`config.mk`:
```
export PLATFORM = sky130hd
export DESIGN_NAME = io_port_bridge
export DESIGN_NICKNAME = d
export VERILOG_FILES = /design/src/rtl/io_port_bridge.sv
export SDC_FILE = /design/constraint.sdc
export NUM_CORES = 1
export LEC_CHECK = 0
export ABC_CLOCK_PERIOD_IN_PS = 6500
export CAP_MARGIN = 5
export CORE_UTILIZATION = 45
export DETAILED_ROUTE_END_ITERATION = 12
export PLACE_DENSITY = 0.73
export SETUP_SLACK_MARGIN = 0.3
export SYNTH_ARGS = -nofsm -noshare
export SYNTH_HDL_FRONTEND = slang
export SYNTH_SLANG_ARGS = --single-unit
```
`constraint.sdc`:
```
create_clock -name clk_in -period 6.5 [get_ports clk_in]
set_input_delay 0.65 -clock clk_in [delete_from_list [all_inputs] [get_ports clk_in]]
set_output_delay 0.65 -clock clk_in [all_outputs]
set_load 0.01 [all_outputs]
```
`src/rtl/io_port_bridge.sv`:
```
// CPU bus bridge: decodes RAM vs. memory-mapped I/O, owns the TX byte FIFO,
// RX pop, the free-running cycle counter with snapshot, and the halt flag.
module io_port_bridge #(
  parameter int unsigned TX_DEPTH    = 8,
  parameter int unsigned FULL_MARGIN = 2
) (
  input  logic        clk_in,
  input  logic        rst_in,
  input  logic        rdy_in,
  input  logic [31:0] mem_a,
  input  logic [7:0]  mem_dout,
  input  logic        mem_wr,
  output logic [7:0]  mem_din,
  output logic        io_buffer_full,
  output logic [16:0] ram_a,
  output logic [7:0]  ram_din,
  output logic        ram_we,
  input  logic [7:0]  ram_dout,
  output logic [7:0]  tx_data,
  output logic        tx_valid,
  input  logic        tx_ready,
  input  logic [7:0]  rx_data,
  input  logic        rx_valid,
  output logic        rx_pop,
  output logic        halted,
  output logic        tx_overflow
);

  localparam int unsigned PTR_W = $clog2(TX_DEPTH);
  localparam int unsigned CNT_W = PTR_W + 1;

  logic [7:0]       fifo [TX_DEPTH];
  logic [PTR_W-1:0] wr_ptr, rd_ptr;
  logic [CNT_W-1:0] count, count_next;
  logic [31:0]      cycle_cnt, snap;
  logic             rsel_io;
  logic [7:0]       io_byte, io_byte_next;

  logic io, acc_io, a_rx, a_cnt, push, pop, accept, snap_rd, halt_wr;
  logic [7:0] push_data;
  logic unused_bits;

  assign unused_bits = &{1'b0, mem_a[31:18]};

  // Address decode and TX FIFO push/pop qualification
  always_comb begin
    io         = (mem_a[17:16] == 2'b11);
    acc_io     = rdy_in & io;
    a_rx       = (mem_a[15:0] == 16'h0000);
    a_cnt      = (mem_a[15:2] == 14'h0001);
    snap_rd    = acc_io & ~mem_wr & a_cnt & (mem_a[1:0] == 2'b00);
    halt_wr    = acc_io &  mem_wr & a_cnt & (mem_a[1:0] == 2'b00);
    push       = (acc_io & mem_wr & a_rx & (mem_dout != 8'h00)) | halt_wr;
    push_data  = a_rx ? mem_dout : 8'h00;
    pop        = tx_valid & tx_ready;
    accept     = push & ((count != CNT_W'(TX_DEPTH)) | pop);
    count_next = count + CNT_W'(accept) - CNT_W'(pop);
  end

  // Read byte for I/O addresses; byte 0 of the counter sees the fresh snapshot
  always_comb begin
    io_byte_next = 8'h00;
    if (a_rx) begin
      io_byte_next = rx_valid ? rx_data : 8'h00;
    end else if (a_cnt) begin
      case (mem_a[1:0])
        2'd0:    io_byte_next = cycle_cnt[7:0];
        2'd1:    io_byte_next = snap[15:8];
        2'd2:    io_byte_next = snap[23:16];
        default: io_byte_next = snap[31:24];
      endcase
    end
  end

  assign rx_pop  = acc_io & ~mem_wr & a_rx & rx_valid & ~rst_in;
  assign ram_a   = mem_a[16:0];
  assign ram_din = mem_dout;
  assign ram_we  = mem_wr & rdy_in & ~io;
  assign mem_din = rsel_io ? io_byte : ram_dout;
  assign tx_data = fifo[rd_ptr];

  always_ff @(posedge clk_in) begin
    if (accept) fifo[wr_ptr] <= push_data;
  end

  always_ff @(posedge clk_in) begin
    if (rst_in) begin
      wr_ptr         <= '0;
      rd_ptr         <= '0;
      count          <= '0;
      cycle_cnt      <= '0;
      snap           <= '0;
      rsel_io        <= 1'b1;
      io_byte        <= 8'h00;
      tx_valid       <= 1'b0;
      io_buffer_full <= 1'b0;
      halted         <= 1'b0;
      tx_overflow    <= 1'b0;
    end else begin
      cycle_cnt <= cycle_cnt + 32'd1;
      if (snap_rd) snap <= cycle_cnt;
      if (rdy_in) begin
        rsel_io <= io;
        io_byte <= io_byte_next;
      end
      if (accept) wr_ptr <= wr_ptr + PTR_W'(1);
      if (pop)    rd_ptr <= rd_ptr + PTR_W'(1);
      count          <= count_next;
      tx_valid       <= (count_next != '0);
      io_buffer_full <= (count_next >= CNT_W'(TX_DEPTH - FULL_MARGIN));
      if (push & ~accept) tx_overflow <= 1'b1;
      if (halt_wr)        halted      <= 1'b1;
    end
  end

endmodule
```
==> impl_metrics.ini <==
[yosys]
ys_ff_latch = 146
ys_types = 47
synth_warnings = 0
mappedNetlistNets = 648
netlist_instances = 578
syn_area_per_cell_um2 = 11.5
netlist_area_mm2 = 0.00663
synth-seq-area-share = 0.538

[worst_setup_path]
crit_type = input pin to flop
cp_data_required_time_ns = 6.54
worstPathMaxFanout = 27
cp-end-kind = flop
critPathLaunchType = input pin
cp_slowest_stage_delay_ns = 0.93
cpMostUsedCell = or4_4
slowest_stage = nor4b_2
path_cells = clkdlybuf4s50_1 > or4_4 > or4_1 > or4_4 > nor4b_2
timing.critical_path.arrival_ns = 4.42

[clock_tree]
hold_buffers = 0
ctsHtreeMaxLevel = 4
cts_tree = done
worstSkewPairLatency_ns = 0.42
postCtsSetupRepairBufs = 0
cts-root-buf = clkbuf_16
clk_path_buf_depth = 2
cts_resized = 0
cts.sinks = 146
clk_pin_slew_ns = 0.06
cts_inserted_buffers = 17

[timing]
tns_ns = 0
worstMarginPinSlew_ns = 1.25
period_share = 0.674
skew_ns = 0.00909
worst_hold_slack_ns = 0.468
slew_violations = 0
setup_slack_ns = 2.12
layout_min_cycle_time_ns = 4.38
finalHoldViolCount = 0
grt_setup_unrepaired = false
setup_viol = 0
relSlewSlack = 0.160
fmax_mhz = 228

[layout]
syn2layout_area_growth_pct = 22.2
multiInputGateArea_mm2 = 0.00271
final_nets = 708
n_antenna_cell = 0
utilization = 0.572
layout_commonest_cell = clkdlybuf4s50_1
layout-drive-gt1-share = 0.134
nFillCells = 1111
layout_common_cells = clkdlybuf4s50_1 (93), dfxtp_1 (82), edfxtp_1 (64)
ff_latch_area_mm2 = 0.00356

[die]
num_rows = 43
die_w_um = 123
ios = 109
start_util = 0.468
die-area_mm2 = 0.0152
core_area_mm2 = 0.0141
die_y_um = 123

[job]
maxCapViolCount = 0

[global_routing]
grt_util_met2 = 0.350
met3_usage = 0.0558
grt_pass1_vias = 4642
grt.busiest_layer = met2
grt_pass1_wl_um = 23900
use_met1 = 0.272
grt_max_degree = 86
antenna_found_initial = 0
overflow = 0
grt_usage = 0.210

[routing]
drc = 0
routed_wl_um = 15500
ant_nets = 0
dr_total_vias = 4940
wl_per_cell_um = 18.7
drt_iter0_markers = 553
viasPerCell = 5.94
first_pass_iters = 8

[place]
dpl.hpwl_um = 10300
gp_congestion = 0.807
port_buffers = 94
dpl_worst_slack_ns = 1.65

[worst_hold_path]
holdCritPathClass = flop to flop

[status]
status = complete, no violations

[power_and_ir_drop]
vdd_drop_max_mv = 0.231
powerDensity_mw_per_mm2 = 287
p_leak_uw = 0.00271
## cell families (layout without fill, tap and decap cells)
group,count (synthesis),in the layout,share of synthesized area
and+or+nand+nor,186,186,0.156
DFF,146,146,0.538
AOI/OAI and AO/OA,107,107,0.0910
buffers and inverters,70,143,0.0564
muxes,44,44,0.120
xor gates and xnor gates,17,17,0.0225
adders and majority gates,8,8,0.0162
## final timing paths
path | start | endpoint | slack (ns) | depth (start not counted)
min reg2reg | cycle_cnt[31] | snap[31] | 0.47 | 2
max reg2reg | tx_valid | fifo[1][1] | 3.89 | 4
max | mem_a[1] | fifo[1][1] | 2.12 | 5
min | cycle_cnt[31] | snap[31] | 0.47 | 2
## routing by layer
metal | up-vias | share of wire
li1 | 2283 | -
met1 | 2455 | 0.43
met2 | 190 | 0.50
met3 | 12 | 0.060
met4 | 0 | 0.0079
met5 | - | 0
## synth_stat cells (all sizes together)
| cell type | number | share of area |
|---|---|---|
| a21bo | 1 | 0.0015 |
| nor3 | 9 | 0.0076 |
| nand4 | 12 | 0.011 |
| a31oi | 2 | 0.0019 |
| nand2b | 3 | 0.0028 |
| fa | 1 | 0.0030 |
| nand2 | 17 | 0.0096 |
| xnor2 | 7 | 0.0092 |
| o31ai | 10 | 0.011 |
| o41ai | 1 | 0.0013 |
| or3b | 2 | 0.0026 |
| a211oi | 7 | 0.0079 |
| nor2 | 36 | 0.020 |
| and2 | 10 | 0.0094 |
| or3 | 6 | 0.0057 |
| nor4b | 1 | 0.0023 |
| o21ai | 31 | 0.023 |
| a31o | 1 | 0.0013 |
| and4 | 5 | 0.0066 |
| nor2b | 6 | 0.0057 |
| edfxtp | 64 | 0.29 |
| mux2 | 19 | 0.032 |
| nand3b | 1 | 0.0011 |
| dfxtp | 82 | 0.25 |
| or4 | 15 | 0.019 |
| nor3b | 1 | 0.0011 |
| and3 | 5 | 0.0047 |
| nor4 | 10 | 0.011 |
| buf | 34 | 0.036 |
| a21oi | 51 | 0.039 |
| xor2 | 10 | 0.013 |
| inv | 8 | 0.0045 |
| a41oi | 1 | 0.0013 |
| nand3 | 47 | 0.035 |
| a311oi | 1 | 0.0013 |
| mux2i | 1 | 0.0015 |
| mux4 | 24 | 0.086 |
| a21o | 1 | 0.0011 |
| clkbuf | 28 | 0.016 |
| ha | 7 | 0.013 |
## worst max-delay path: cells and delay by family
family	cells	cell delay, ns
buffers and inverters	1	0.65
AND/OR/NAND/NOR	4	3.12
## per-stage QoR
step                      cells  power, µW  instance area [µm²]
after global routing        831       2420                 8100
after floorplan             578       1260                 6630
after detailed placement    799       1400                 7530
final                       831       2330                 8100
after CTS                   831       2340                 8100
after global placement      799       1390                 7530
## power by group
group          internal, µW  switching [µW]  leakage [µW]
registers               978            40.3       0.00130
clock network           539             404      0.000278
logic                   221             143       0.00114
total                  1740             588       0.00271
## state kept, by name, summed over array words and instances, names as in the netlist, named ones only
name and cells:
rsel_io 1, tx_overflow 1, count 4, io_byte 8, wr_ptr 3, halted 1, io_buffer_full 1, snap 24
fifo 64, cycle_cnt 32, tx_valid 1, rd_ptr 3
## cell type report
class / instances / share of cell area
flip-flops and latches: 146 / 0.440
multi-input cells: 362 / 0.334
repair buffers: 103 / 0.124
clock buffers: 18 / 0.0530
well taps: 180 / 0.0278
clock inverters: 14 / 0.0176
inverters: 8 / 0.00371
Power figures use the tool's default switching activity.
